--- src/rtl/write_back_if.sv ---
// MEM/WB boundary signals: MEM-stage inputs and register-file write port.
// master drives the MEM side and observes writeback; slave is the stage itself.
interface write_back_if;
    logic        stall;
    logic        flush;
    logic        valid_in;
    logic [31:0] data_in;
    logic [31:0] alu_result_in;
    logic [5:0]  opcode;
    logic        reg_write_in;
    logic        mem_to_reg_in;
    logic [4:0]  write_reg_in;
    logic [31:0] write_data_out;
    logic [4:0]  write_reg_out;
    logic        reg_write_out;
    logic [31:0] retired_count;

    modport master (
        output stall, flush, valid_in, data_in, alu_result_in, opcode,
               reg_write_in, mem_to_reg_in, write_reg_in,
        input  write_data_out, write_reg_out, reg_write_out, retired_count
    );

    modport slave (
        input  stall, flush, valid_in, data_in, alu_result_in, opcode,
               reg_write_in, mem_to_reg_in, write_reg_in,
        output write_data_out, write_reg_out, reg_write_out, retired_count
    );
endinterface

--- src/rtl/write_back.sv ---
// Writeback stage: MEM/WB register, big-endian load extraction, retired-instruction counter.
// Latency: 1 cycle from MEM inputs to register-file write outputs.
// Backpressure: stall holds the register and counter; flush inserts a bubble and wins over stall.
module write_back (
    input  logic        clk,
    input  logic        rst_n,
    write_back_if.slave wb
);
    localparam logic [5:0] OP_LB  = 6'b100000;
    localparam logic [5:0] OP_LH  = 6'b100001;
    localparam logic [5:0] OP_LBU = 6'b100100;
    localparam logic [5:0] OP_LHU = 6'b100101;

    typedef struct packed {
        logic        valid;
        logic        reg_write;
        logic        mem_to_reg;
        logic [5:0]  opcode;
        logic [4:0]  write_reg;
        logic [31:0] alu_result;
        logic [31:0] data;
    } memwb_t;

    memwb_t      memwb_d, memwb_q;
    logic [31:0] retired_count_d, retired_count_q;
    logic [7:0]  sel_byte;
    logic [15:0] sel_half;
    logic [31:0] load_data;

    always_comb begin
        memwb_d         = memwb_q;
        retired_count_d = retired_count_q;
        if (wb.flush) begin
            // Bubble: only the control bits matter, datapath fields are left as-is
            memwb_d.valid      = 1'b0;
            memwb_d.reg_write  = 1'b0;
            memwb_d.mem_to_reg = 1'b0;
        end else if (!wb.stall) begin
            memwb_d.valid      = wb.valid_in;
            memwb_d.reg_write  = wb.reg_write_in;
            memwb_d.mem_to_reg = wb.mem_to_reg_in;
            memwb_d.opcode     = wb.opcode;
            memwb_d.write_reg  = wb.write_reg_in;
            memwb_d.alu_result = wb.alu_result_in;
            memwb_d.data       = wb.data_in;
            if (wb.valid_in) begin
                retired_count_d = retired_count_q + 32'd1;
            end
        end
    end

    always_ff @(posedge clk or negedge rst_n) begin
        if (!rst_n) begin
            memwb_q         <= '0;
            retired_count_q <= '0;
        end else begin
            memwb_q         <= memwb_d;
            retired_count_q <= retired_count_d;
        end
    end

    always_comb begin
        sel_byte = 8'h00;
        case (memwb_q.alu_result[1:0])
            2'd0:    sel_byte = memwb_q.data[31:24];
            2'd1:    sel_byte = memwb_q.data[23:16];
            2'd2:    sel_byte = memwb_q.data[15:8];
            default: sel_byte = memwb_q.data[7:0];
        endcase
        sel_half = memwb_q.alu_result[1] ? memwb_q.data[15:0] : memwb_q.data[31:16];

        case (memwb_q.opcode)
            OP_LB:   load_data = {{24{sel_byte[7]}}, sel_byte};
            OP_LBU:  load_data = {24'h0, sel_byte};
            OP_LH:   load_data = {{16{sel_half[15]}}, sel_half};
            OP_LHU:  load_data = {16'h0, sel_half};
            default: load_data = memwb_q.data;
        endcase
    end

    assign wb.write_data_out = memwb_q.mem_to_reg ? load_data : memwb_q.alu_result;
    assign wb.write_reg_out  = memwb_q.write_reg;
    assign wb.reg_write_out  = memwb_q.valid & memwb_q.reg_write & (memwb_q.write_reg != 5'd0);
    assign wb.retired_count  = retired_count_q;
endmodule
--- src/flat_wrapper.sv ---
// flat-port wrapper written by rule: the top's interface ports become plain ports
module write_back_flat 
  (clk, rst_n, wb_stall, wb_flush, wb_valid_in, wb_data_in, wb_alu_result_in, wb_opcode, wb_reg_write_in, wb_mem_to_reg_in, wb_write_reg_in, wb_write_data_out, wb_write_reg_out, wb_reg_write_out, wb_retired_count);
  write_back_if wb_i ();
  input  logic clk;
  input  logic rst_n;
  input wire logic [$bits(wb_i.stall)-1:0] wb_stall;
  input wire logic [$bits(wb_i.flush)-1:0] wb_flush;
  input wire logic [$bits(wb_i.valid_in)-1:0] wb_valid_in;
  input wire logic [$bits(wb_i.data_in)-1:0] wb_data_in;
  input wire logic [$bits(wb_i.alu_result_in)-1:0] wb_alu_result_in;
  input wire logic [$bits(wb_i.opcode)-1:0] wb_opcode;
  input wire logic [$bits(wb_i.reg_write_in)-1:0] wb_reg_write_in;
  input wire logic [$bits(wb_i.mem_to_reg_in)-1:0] wb_mem_to_reg_in;
  input wire logic [$bits(wb_i.write_reg_in)-1:0] wb_write_reg_in;
  output wire logic [$bits(wb_i.write_data_out)-1:0] wb_write_data_out;
  output wire logic [$bits(wb_i.write_reg_out)-1:0] wb_write_reg_out;
  output wire logic [$bits(wb_i.reg_write_out)-1:0] wb_reg_write_out;
  output wire logic [$bits(wb_i.retired_count)-1:0] wb_retired_count;
  assign wb_i.stall = wb_stall;
  assign wb_i.flush = wb_flush;
  assign wb_i.valid_in = wb_valid_in;
  assign wb_i.data_in = wb_data_in;
  assign wb_i.alu_result_in = wb_alu_result_in;
  assign wb_i.opcode = wb_opcode;
  assign wb_i.reg_write_in = wb_reg_write_in;
  assign wb_i.mem_to_reg_in = wb_mem_to_reg_in;
  assign wb_i.write_reg_in = wb_write_reg_in;
  assign wb_write_data_out = wb_i.write_data_out;
  assign wb_write_reg_out = wb_i.write_reg_out;
  assign wb_reg_write_out = wb_i.reg_write_out;
  assign wb_retired_count = wb_i.retired_count;
  write_back u_core (.clk(clk), .rst_n(rst_n), .wb(wb_i));
endmodule
--- config.mk ---
export PLATFORM = sky130hd
export DESIGN_NAME = write_back_flat
export DESIGN_NICKNAME = d
export VERILOG_FILES = /design/src/rtl/write_back_if.sv /design/src/rtl/write_back.sv /design/src/flat_wrapper.sv
export SDC_FILE = /design/constraint.sdc
export NUM_CORES = 1
export LEC_CHECK = 0
export ABC_CLOCK_PERIOD_IN_PS = 5530
export BUFFER_PORTS_ARGS = -buffer_cell sky130_fd_sc_hd__buf_2
export CAP_MARGIN = 30
export CORE_ASPECT_RATIO = 1.75
export CORE_UTILIZATION = 50
export CTS_BUF_LIST = sky130_fd_sc_hd__clkbuf_8
export DETAILED_ROUTE_END_ITERATION = 8
export PLACE_DENSITY = 0.88
export SYNTH_ARGS = -nofsm -noshare
export SYNTH_HDL_FRONTEND = slang
export SYNTH_SLANG_ARGS = --single-unit
--- constraint.sdc ---
create_clock -name clk -period 5.53 [get_ports clk]
set_clock_uncertainty 0.05 [all_clocks]
set_input_delay 0.2765 -clock clk [delete_from_list [all_inputs] [get_ports clk]]
set_output_delay 0.2765 -clock clk [all_outputs]
set_load 0.005 [all_outputs]
* Word-level counts from Yosys, hierarchy flattened
Index checks and enable logic that the tools add are counted.
** Word-level totals
- Input port bits :: 82
- Word-level logic and storage cells :: 30
- Output and inout port bits :: 70
- Flip-flop bits (word level) :: 110
** Cells by class
- Eq/ne operators :: 7
- Reduce and logical (&&, ||, !) cells :: 4
- Muxes and demuxes :: 6
- Bitwise logic cells :: 4
- Add/sub/neg operators :: 1
** Operator list (number)
- case mux 32 bit (4 select lines) :: 1
- two-way mux 78 bit :: 1
- adder 32 x 1 -> 32 bit (second input constant) :: 1
- two-way mux 32 bit :: 1
- equality test 6 bit (second input constant) :: 4
- case mux 8 bit (3 select lines) :: 1
- two-way mux 16 bit :: 1
- nonzero test 5 bit :: 1
- two-way mux 3 bit :: 1
- AND reduction 3 bit :: 1
- bitwise AND 1 bit :: 2
- equality test 2 x 1 -> 1 bit (second input constant) :: 1
- equality test 2 bit (second input constant) :: 1
- zero test 2 bit :: 1
- != test 2 x 1 -> 1 bit (second input constant) :: 1
- inverter 1 bit :: 2
- AND reduction 2 bit :: 1

* Logic depth before layout (Yosys ltp)
Gate-level depths: netlist (run 1).
- Word-level depth :: 4
- Depth in mapped cells :: 7
- Depth with buffers taken out :: 5

* Worst setup path after synthesis (run 1)
No wires, ideal clock.
- Path kind :: reg2out
- Start :: register u_core.memwb_q[70] in the netlist's numbering
- End :: output wb_write_data_out[20]
- Buffers on the path :: 2
- Path slack :: 3535 ps
- Cell stages (with the launch flop) :: 7
- Data required time :: 5203 ps
- Arrival :: 1668 ps
- Path through :: dfrtp_1 or4b_4 buf_6 a311oi_2 a21oi_4 buf_12 a21oi_2
** On the way
- Cells in the longest elaborated chain, start to end :: 3
- Elaborated cells between the ends (all ways) :: 6
- Those cells by class :: eq/ne (4); mux (2)
** RTL lines
- from (decl) :: line write_back.sv:24 : memwb_t memwb_d, memwb_q;
- from (signal assigned) :: line write_back.sv:57 : memwb_q <= memwb_d;
- equality test 6 bit :: line write_back.sv:72 : case (memwb_q.opcode)
- case mux 32 bit (4 select lines) (*) :: line write_back.sv:72
- two-way mux 32 bit (*) :: line write_back.sv:81 : assign wb.write_data_out = memwb_q.mem_to_reg ? load_data : memwb_q.alu_result;
- to (decl) :: line flat_wrapper.sv:16 : output wire logic [$bits(wb_i.write_data_out)-1:0] wb_write_data_out;
Every way passes the cells marked *; elsewhere a longest branch is shown, timed or not.

* Worst setup path after layout (run 1)
- Start :: register u_core.memwb_q[70] in the netlist's numbering
- End :: output wb_write_data_out[1]
Same word-level chain as after synthesis.

==> qor.txt, run 1 <==
Run status: finished clean
I/O pin count: 152
Number of enable-type register cells in the synthesized netlist: 0
Number of DRC markers in iteration 0: 236
Number of DRC violations after detailed routing: 0
Fin nets: 706
Layout fillers: 861
Fin. Hold Viols: 0
Die H: 141 um
Number of non-filler instances in the completed layout: 759
Clock tree from TritonCTS: done
Top_reg_cell synth: sky130_fd_sc_hd__dfrtp_1
Total negative slack: 0 ns
Worst rel slew slack: 34.9%
Number of nets still failing antenna checks after routing: 0
Clock-pin slew on the worst setup and hold paths: 0.11 ns
Maxcap violations: 0
Share of layout cells above drive strength 1: 43.8%
Setup Viol. Count Final: 0
Static leakage: 3.04 nW
Warnings, synthesis: 0
Gp weighted congestion: 0.865
Clock network power share: 26.0%
Power Internal: 1.35 mW
Final routed wirelength across all metal layers: 13.9 mm
Share of the synthesized area in the top cell type: 49.5%
Overflow left after global routing: 0
HP Class: in -> reg
First-pass detailed-route iteration total: 7
First-pass GRT wire length: 21.7 mm
Postcts setup bufs: 0
Worst Setup Slack post-DPL: 2.37 ns
Synth-to-layout area growth: 18.0%
Post-detailed-placement half-perimeter wirelength: 10.0 mm
Hold_ws: 0.0686 ns
Switching share of power: 30.8%
Initial Util: 51.6%
Synth Cell Area: 5560 sq um
Core box area: 10800 sq um
Largest fanout on the critical path: 51
IO buf count: 151
Chip width: 81.7 um
Initial antenna violation count: 1
Fraction of the cycle the final worst path needs: 55.0%
Post-synthesis area per instance: 11.3 sq um
Share of total power in sequential cells: 52.0%
Total number of placement rows: 50
Part of the power in combinational logic: 22.0%
#FFs+latches synth: 110
Max-slew violation count: 0
Setup repair after global routing missed its margin: no
Most instantiated library cell after synthesis: sky130_fd_sc_hd__dfrtp_1
Via-per-instance ratio: 5.75
Slack of the critical path: 2.49 ns
TritonCTS Buffers: 9
Dominant cell type by area after synthesis: sky130_fd_sc_hd__dfrtp_1
Worst Max-Slew Pin Slew: 0.976 ns
Clock latency of the later-clocked register in the worst-skew pair: 0.37 ns
Longest Clk Path Bufs: 2
Leading post-synthesis cells by cell area: sky130_fd_sc_hd__dfrtp_1 50%, sky130_fd_sc_hd__mux2_2 15%, sky130_fd_sc_hd__xnor2_1 3.9%
Startpoint Class: register
Total GRT Usage: 24.9%
Arrival time of data at the critical path endpoint: 2.71 ns
Buffer type at the clock tree root: sky130_fd_sc_hd__clkbuf_8
Share of the yosys chip area belonging to registers: 49.5%
Area of the die: 11600 sq um
Count of distinct cell types in the synthesized netlist: 43
Classification of the worst setup path: reg -> out
Crit path capture type: primary output
Final min period: 3.04 ns
Clock Sinks: 110
Synthesized netlist net count: 574
Routed WL per cell: 18.3 um
NetSw: 0.601 mW
Leading post-synthesis cells by instance count: 110 x sky130_fd_sc_hd__dfrtp_1, 76 x sky130_fd_sc_hd__mux2_2, 45 x sky130_fd_sc_hd__nand2_1
Max rail drop VDD: 205 uV
Largest net degree at the start of global routing: 76
Deepest level of the CTS H-tree: 3
Cell total after placement: 740
Cells after Synth: 491
Vias in the first global route: 4455
Post-synthesis async set-or-reset flop share: 100%
Via total after detailed routing: 4361
Data required time at the worst endpoint: 5.20 ns
PwrDens: 298 nW/um^2
Fmax: 0.329 GHz
[critical path: stages, from the launching register on]
cell                      delay (ns)
sky130_fd_sc_hd__dfrtp_1        0.40
sky130_fd_sc_hd__or4b_4         0.80
sky130_fd_sc_hd__nor2_1         0.59
sky130_fd_sc_hd__a22oi_1        0.14
sky130_fd_sc_hd__a31oi_1        0.24
sky130_fd_sc_hd__buf_2          0.15
[area by class of cell]
type	instances	area, sq um	area share, %
diodes	1	2.50	0.0382
repair buffers	156	818	12.5
clock buffers	9	124	1.89
inverters	2	7.51	0.114
well taps	130	163	2.48
clock inverters	7	81.3	1.24
multi-input cells	344	2610	39.8
flip-flops and latches	110	2750	42.0
[sequential cells by signal, summed over array words and instances, names as in the netlist]
signal,cells
u_core.memwb_q,73
u_core.wb.retired_count,32
u_core.wb.write_reg_out,5
[final timing paths]
kind | startpoint | to | slack (ns) | depth (start not counted)
setup / recovery | u_core.memwb_q[70] | wb_write_data_out[1] | 2.49 | 5
hold / removal | wb_data_in[15] | u_core.memwb_q[15] | 0.07 | 2
min in group asynchronous | rst_n | u_core.memwb_q[52] | 0.40 | 2
setup reg to reg | u_core.wb.retired_count[4] | u_core.wb.retired_count[27] | 3.50 | 4
hold reg to reg | u_core.wb.retired_count[31] | u_core.wb.retired_count[31] | 0.42 | 1
max in group asynchronous | rst_n | u_core.wb.retired_count[22] | 3.81 | 3
[power groups by stage]
| stage | Sequential (mW) | Combinational [mW] | Clock, mW |
|---|---|---|---|
| 3_3_place_gp | 1.03 | 0.398 | 0 |
| 5_1_grt | 1.03 | 0.475 | 0.549 |
| 4_1_cts | 1.02 | 0.418 | 0.519 |
| 3_5_place_dp | 1.04 | 0.416 | 0 |
| 2_1_floorplan | 0.982 | 0.300 | 0 |
| 6_report | 1.02 | 0.429 | 0.507 |
[cell families after synthesis]
family	synth area share [%]
xor gates and xnor gates	4.89
muxes	19.2
buffers and inverters	3.65
DFF	49.5
and+or+nand+nor	13.9
AOI/OAI and AO/OA	8.58
adders and majority gates	0.225
[metrics by stage]
| stage | util (%) | cell area [sq um] | total power, mW |
|---|---|---|---|
| after floorplan | - | 5560 | 1.28 |
| after global placement | 58.7 | 6310 | 1.43 |
| after detailed placement | 58.7 | 6310 | 1.45 |
| after CTS | 60.7 | 6530 | 1.96 |
| after global routing | 60.9 | 6560 | 2.06 |
| final | 60.9 | 6560 | 1.95 |
[layout by cell type, fill, tap and decap left out, types with 10 or more instances in the layout]
master,instances
sky130_fd_sc_hd__a21oi_1,28
sky130_fd_sc_hd__dfrtp_1,110
sky130_fd_sc_hd__a21oi_2,10
sky130_fd_sc_hd__buf_2,150
sky130_fd_sc_hd__a22oi_1,15
sky130_fd_sc_hd__o21ai_0,16
sky130_fd_sc_hd__nand2_1,45
sky130_fd_sc_hd__nand2b_1,16
sky130_fd_sc_hd__nor2_1,41
sky130_fd_sc_hd__mux2_2,76
sky130_fd_sc_hd__nand4_1,17
sky130_fd_sc_hd__xnor2_1,25
[repair_timing]
action,4_1_cts,5_1_grt
hold buffers,1,0
resized for setup,0,0
hold endpoints to repair,50,0
[layer usage]
metal	routed length [um]	GRT usage (%)
met5	0	0
met4	822	17.9
met3	864	5.47
met2	7150	41.7
met1	5020	27.0
No activity file was read; power rests on OpenSTA's default activity.
==> run 2: changes to the inputs <==
Settings changed: ABC_CLOCK_PERIOD_IN_PS 5530 to 2450, CORE_UTILIZATION 50 to 49, PLACE_DENSITY 0.88 to 0.89.
Clock period 5.53 ns to 2.45 ns, I/O delays scaled along.
==> run 2 against run 1 <==
- the run now ends with negative setup slack left
- worst hold slack lost 0.0022 ns
- sequential power grew 130%
- clock power grew 130%
- die area grew 2.0%
- combinational power grew to 2.9 times the previous value
==> qor.txt, run 2 (same netlist as run 1, synthesis figures left out) <==
I/O pin count: 152 (unchanged)
Via-per-instance ratio: 5.91 (+2.8%)
Worst-case register-to-register setup slack: 0.51 ns (-2.99 ns)
Run status: complete, but fails checks
Number of nets still failing antenna checks after routing: 0 (unchanged)
GRT met3 Usage: 9.20% (+3.7 points)
Clock tree from TritonCTS: done
Clock Sinks: 110 (unchanged)
Chain of cells forming the critical path: mux4_2, buf_4, a21oi_2, a21oi_1, buf_2
Area of the die: 11800 sq um (+2.0%)
Total GRT Usage: 31.6% (+6.7 points)
Chip width: 82.5 um (+0.99%)
Register with the most flip-flops: u_core.memwb_q
Crit path capture type: primary output
IO buf count: 151 (unchanged)
Reg2reg start: u_core.wb.retired_count[1]
Final min period: 2.50 ns
First-pass detailed-route iteration total: 5 (-2)
Family with the most delay on the worst path: compound AO/OA/AOI/OAI gates
Cell depth of the worst hold path: 3 (+1)
Post-detailed-placement half-perimeter wirelength: 10.4 mm (+3.7%)
Setup Viol. Count Final: 15 (+15)
Most frequent standard cell in the layout excluding fill and tap cells: sky130_fd_sc_hd__buf_2
Design Area, Final: 7600 sq um (+16%)
Min-Delay Startpoint: wb_valid_in
Fraction of the cycle the final worst path needs: 102%
Number of DRC violations after detailed routing: 0 (unchanged)
Delay of the slowest cell on the worst path: 0.53 ns (-0.27 ns)
Post-place instance area: 6390 sq um (+1.3%)
Layer with the highest usage: met2
Min-Delay Endpoint: u_core.wb.retired_count[2]
Total number of placement rows: 51 (+2.0%)
Setup repair after global routing missed its margin: yes
Longest Clk Path Bufs: 2 (unchanged)
Static leakage: 3.48 nW (+15%)
End-of-flow core utilization: 68.5% (+7.5 points)
Violations in the final reports: negative setup slack
First-pass GRT wire length: 27.0 mm (+24%)
Deepest level of the CTS H-tree: 3 (unchanged)
Arrival time of data at the critical path endpoint: 2.32 ns (-0.39 ns)
Core box area: 11100 sq um (+3.2%)
Clock latency of the later-clocked register in the worst-skew pair: 0.37 ns (about the same)
Routed WL per cell: 20.9 um (+14%)
Clock-pin slew on the worst setup and hold paths: 0.11 ns (about the same)
Largest net degree at the start of global routing: 91 (+20%)
Die H: 143 um (+1.0%)
Data required time at the worst endpoint: 2.28 ns (-2.92 ns)
Buffer type at the clock tree root: sky130_fd_sc_hd__clkbuf_8
Max-slew violation count: 0 (unchanged)
Fin. Hold Viols: 0 (unchanged)
Largest fanout on the critical path: 8 (-84%)
Worst Max-Slew Pin Slew: 0.603 ns (-0.373 ns)
Initial antenna violation count: 1 (unchanged)
Fin nets: 803 (+14%)
Vias in the first global route: 5117 (+15%)
Gp weighted congestion: 0.867 (+0.22%)
Synth-to-layout area growth: 36.8%
Total negative slack: -0.178 ns (-0.178 ns)
TritonCTS Buffers: 9 (unchanged)
Classification of the worst setup path: reg -> out
HP Class: in -> reg
Number of non-filler instances in the completed layout: 859 (+13%)
Flip-flop count of the largest register after layout: 73 (unchanged)
Buffering stage count on the worst path with inverters included: 2 (+1)
Layout fillers: 742 (-14%)
Initial Util: 50.0% (-1.6 points)
Share of layout cells above drive strength 1: 41.2% (-2.5 points)
Overflow left after global routing: 0 (unchanged)
Final routed wirelength across all metal layers: 18.0 mm (+29%)
Maxcap violations: 0 (unchanged)
Met2 track demand over resource: 51.8% (+10 points)
Power after layout: 4.75 mW (+140%)
Capturing point of the worst reg2reg path: u_core.wb.retired_count[30]
Cell total after placement: 749 (+1.2%)
Grt met1 use: 32.9% (+5.9 points)
PwrDens: 625 nW/um^2 (+110%)
Fmax: 0.401 GHz
Worst rel slew slack: 59.6% (+25 points)
Worst R2R Path Depth: 5 (+1)
Startpoint Class: register
Slack of the critical path: -0.0455 ns (-2.54 ns)
Via total after detailed routing: 5073 (+16%)
Master of the slowest instance on the critical path: sky130_fd_sc_hd__mux4_2
Number of DRC markers in iteration 0: 424 (+80%)
Top library cells by usage in the layout, fill and taps aside: 149 x sky130_fd_sc_hd__buf_2, 110 x sky130_fd_sc_hd__dfrtp_1, 81 x sky130_fd_sc_hd__dlygate4sd3_1, 76 x sky130_fd_sc_hd__mux2_2, 45 x sky130_fd_sc_hd__nand2_1
Max rail drop VDD: 442 uV (+120%)
run 2: changes by cell type in the layout (fill, tap and decap cells not counted), sizes merged:
cell | previous run | this run
buf | 155 | 170
diode | 1 | 2
clkbuf | 9 | 10
or4b | 1 | 2
dlygate4sd3 | 1 | 81
inv | 4 | 5
clkinvlp | 2 | 1
run 2: final cells by class:
| class | instances | area, sq um | area share [%] |
|---|---|---|---|
| Clock inverter | 7 | 88.8 | 1.17 |
| Sequential cell | 110 | 2750 | 36.2 |
| Multi-Input combinational cell | 345 | 2670 | 35.2 |
| Tap cell | 132 | 165 | 2.17 |
| Inverter | 2 | 7.51 | 0.0988 |
| Antenna cell | 2 | 5.00 | 0.0658 |
| Timing Repair Buffer | 252 | 1780 | 23.5 |
| Clock buffer | 9 | 124 | 1.63 |
run 2: where the power goes:
part / internal [mW] / switching [mW]
clock: 0.501 / 0.686
combinational: 0.666 / 0.590
sequential: 2.04 / 0.271
run 2: per-layer routing:
layer	up-vias	share of wire (%)	wire length, um
li1	2193	-	-
met1	2429	33	5960
met2	356	52	9380
met3	95	8.0	1430
met4	0	6.6	1180
met5	-	0	0
run 2: tightest hold or removal path, cell delays in order:
cell and delay, ns:
sky130_fd_sc_hd__buf_2 0.13, sky130_fd_sc_hd__nand4bb_4 0.12, sky130_fd_sc_hd__xnor2_1 0.08
run 2: worst max-delay path by stage:
stage	slack (ns)	cells after the start	startpoint	endpoint
after floorplan	0.61	6	u_core.memwb_q[70]	wb_write_data_out[20]
after global routing	-0.08	6	u_core.memwb_q[23]	wb_write_data_out[29]
final	-0.05	5	u_core.memwb_q[7]	wb_write_data_out[15]
after detailed placement	0.25	6	u_core.memwb_q[70]	wb_write_data_out[7]
after CTS	-0.004	6	u_core.memwb_q[73]	wb_write_data_out[16]
after global placement	0.27	6	u_core.memwb_q[70]	wb_write_data_out[7]
run 2: repair_timing:
action                                 4_1_cts  5_1_grt
endpoints found under the hold margin      188        0
pin swaps                                    3        5
gates resized for setup                      6       11
hold buffers                                81        0
gates cloned                                 1        1
setup endpoints to repair                   32       26
buffers inserted                             7        2
run 2: per-stage QoR:
step	hold slack [ns]	setup slack [ns]
after floorplan	-0.223	0.609
after global placement	-0.0289	0.266
after detailed placement	-0.0250	0.254
after CTS	0.0427	-0.00426
after global routing	0.0570	-0.0828
final	0.0663	-0.0455
==> run 3: changes to the inputs <==
Settings changed: HOLD_SLACK_MARGIN set to 0.12.
==> run 3 against run 2 <==
- the run still ends with negative setup slack left
- critical path depth up 1
- fmax down 0.38%
- routed wire length up 1.5%
- worst hold slack better by 0.11 ns
- largest power group unchanged
==> qor.txt, run 3 (same netlist as run 1, synthesis figures left out) <==
Initial Util: 50.0% (unchanged)
Largest fanout on the critical path: 8 (unchanged)
Fraction of the cycle the final worst path needs: 102% (+0.39 points)
Top library cells by usage in the layout, fill and taps aside: 150 x sky130_fd_sc_hd__buf_2, 110 x sky130_fd_sc_hd__dfrtp_1, 85 x sky130_fd_sc_hd__dlygate4sd3_1, 76 x sky130_fd_sc_hd__mux2_2, 45 x sky130_fd_sc_hd__nand2_1
Max rail drop VDD: 442 uV (+0.14%)
Die H: 143 um (unchanged)
Power Internal: 3.20 mW (about the same)
Worst rel slew slack: 38.9% (-21 points)
Classification of the worst setup path: reg -> out
Arrival time of data at the critical path endpoint: 2.33 ns (about the same)
Static leakage: 3.49 nW (+0.25%)
Buffer type at the clock tree root: sky130_fd_sc_hd__clkbuf_8
Number of DRC markers in iteration 0: 379 (-11%)
Most frequent standard cell in the layout excluding fill and tap cells: sky130_fd_sc_hd__buf_2
Via total after detailed routing: 5077 (+0.079%)
Violations in the final reports: negative setup slack
Final routed wirelength across all metal layers: 18.2 mm (+1.5%)
Area of the die: 11800 sq um (unchanged)
Clock network power share: 25.0% (about the same)
First-pass GRT wire length: 27.4 mm (+1.7%)
Number of non-filler instances in the completed layout: 863 (+0.47%)
Total number of placement rows: 51 (unchanged)
Final min period: 2.51 ns (+0.00960 ns)
Longest Clk Path Bufs: 2 (unchanged)
Gp weighted congestion: 0.867 (unchanged)
Worst Max-Slew Pin Slew: 0.913 ns (+0.310 ns)
Worst Setup Slack post-DPL: 0.254 ns (unchanged)
Switching share of power: 32.7% (+0.074 points)
Share of layout cells above drive strength 1: 40.7% (-0.58 points)
Setup Viol. Count Final: 4 (-11)
Share of total power in sequential cells: 48.6% (about the same)
Synth-to-layout area growth: 37.3%
TritonCTS Buffers: 9 (unchanged)
Fmax: 0.399 GHz (-0.38%)
I/O pin count: 152 (unchanged)
Run status: complete, but fails checks
Register with the most flip-flops: u_core.memwb_q
Chip width: 82.5 um (unchanged)
Core box area: 11100 sq um (unchanged)
Layout fillers: 734 (-1.1%)
Number of nets still failing antenna checks after routing: 0 (unchanged)
Data required time at the worst endpoint: 2.28 ns (about the same)
Clock latency of the later-clocked register in the worst-skew pair: 0.38 ns (about the same)
PwrDens: 623 nW/um^2 (-0.35%)
Overflow left after global routing: 0 (unchanged)
Maxcap violations: 0 (unchanged)
Routed WL per cell: 21.1 um (+1.1%)
Total GRT Usage: 32.4% (+0.79 points)
Initial antenna violation count: 3 (+2)
Part of the power in combinational logic: 26.4% (about the same)
HP Class: in -> reg
First-pass detailed-route iteration total: 5 (unchanged)
IO buf count: 151 (unchanged)
Cell total after placement: 749 (unchanged)
Largest net degree at the start of global routing: 91 (unchanged)
Crit path capture type: primary output
Post-detailed-placement half-perimeter wirelength: 10.4 mm (unchanged)
NetSw: 1.55 mW (+0.26%)
Setup repair after global routing missed its margin: yes
Via-per-instance ratio: 5.88 (-0.39%)
Worst-case register-to-register setup slack: 0.51 ns (about the same)
Fin nets: 806 (+0.37%)
Clock-pin slew on the worst setup and hold paths: 0.11 ns (about the same)
Slack of the critical path: -0.0551 ns (-0.00960 ns)
Clock tree from TritonCTS: done
Deepest level of the CTS H-tree: 3 (unchanged)
Clock Sinks: 110 (unchanged)
Vias in the first global route: 5218 (+2.0%)
Fin. Hold Viols: 0 (unchanged)
Number of DRC violations after detailed routing: 0 (unchanged)
Startpoint Class: register
Max-slew violation count: 0 (unchanged)
Flip-flop count of the largest register after layout: 73 (unchanged)
==> run 3: cell types whose count changed in the layout (fill, tap and decap cells not counted), sizes merged <==
cell | before | now
buf | 170 | 169
diode | 2 | 3
dlygate4sd3 | 81 | 85
==> run 3: per-layer routing <==
metal	vias up	global-route usage, %	routed length (um)
met2	352	53.5	9430
li1	2206	-	-
met5	-	0	0
met1	2420	33.1	5980
met4	0	23.4	1190
met3	99	11.1	1630
==> run 3: worst paths after layout <==
| check | end | depth (start not counted) | from |
|---|---|---|---|
| worst max-delay path | wb_write_data_out[19] | 6 | u_core.memwb_q[70] |
| max in group asynchronous | u_core.memwb_q[72] | 3 | rst_n |
| worst max register to register | u_core.wb.retired_count[30] | 5 | u_core.wb.retired_count[0] |
| min in group asynchronous | u_core.memwb_q[32] | 3 | rst_n |
| worst min register to register | u_core.wb.retired_count[31] | 1 | u_core.wb.retired_count[31] |
| worst min-delay path | u_core.wb.retired_count[0] | 3 | wb_stall |
==> run 3: critical path, stage by stage, from the launching register on <==
cell and delay (ns):
sky130_fd_sc_hd__dfrtp_1 0.40, sky130_fd_sc_hd__or4b_4 0.64, sky130_fd_sc_hd__a311oi_4 0.29, sky130_fd_sc_hd__a21oi_4 0.13
sky130_fd_sc_hd__buf_12 0.17, sky130_fd_sc_hd__a21oi_1 0.17, sky130_fd_sc_hd__buf_2 0.15
==> run 3: per-stage QoR <==
| step | area, sq um | utilization, % | hold slack (ns) | setup TNS (ns) | power, mW |
|---|---|---|---|---|---|
| after floorplan | 5560 | - | -0.223 | 0 | 2.89 |
| after global routing | 7630 | 68.7 | 0.177 | -1.26 | 4.96 |
| after detailed placement | 6390 | 57.6 | -0.0250 | 0 | 3.32 |
| after global placement | 6390 | 57.6 | -0.0289 | 0 | 3.25 |
| final | 7630 | 68.7 | 0.174 | -0.120 | 4.75 |
| after CTS | 7560 | 68.1 | 0.149 | -0.00736 | 4.65 |
==> run 3: final cells by class <==
cell class	count	area (sq um)	area share, %
timing repair buffer	255	1810	23.7
tap	132	165	2.16
multi-input combinational	345	2670	35.0
inverter	2	7.51	0.0984
antenna	3	7.51	0.0984
clock inverter	7	88.8	1.16
sequential	110	2750	36.1
clock buffer	9	124	1.62
==> run 3: timing repair <==
action,4_1_cts,5_1_grt
hold buffers,85,0
resized for setup,6,8
endpoints found under the setup margin,32,27
pin swaps,3,3
buffers inserted,7,1
gates cloned,1,1
endpoints found under the hold margin,190,0
==> run 3: power groups by stage <==
stage | clock, mW | sequential, mW | combinational, mW
floorplan | 0 | 2.22 | 0.677
global placement | 0 | 2.28 | 0.971
detailed placement | 0 | 2.30 | 1.02
CTS | 1.21 | 2.27 | 1.17
global route | 1.27 | 2.33 | 1.36
finish | 1.19 | 2.31 | 1.26
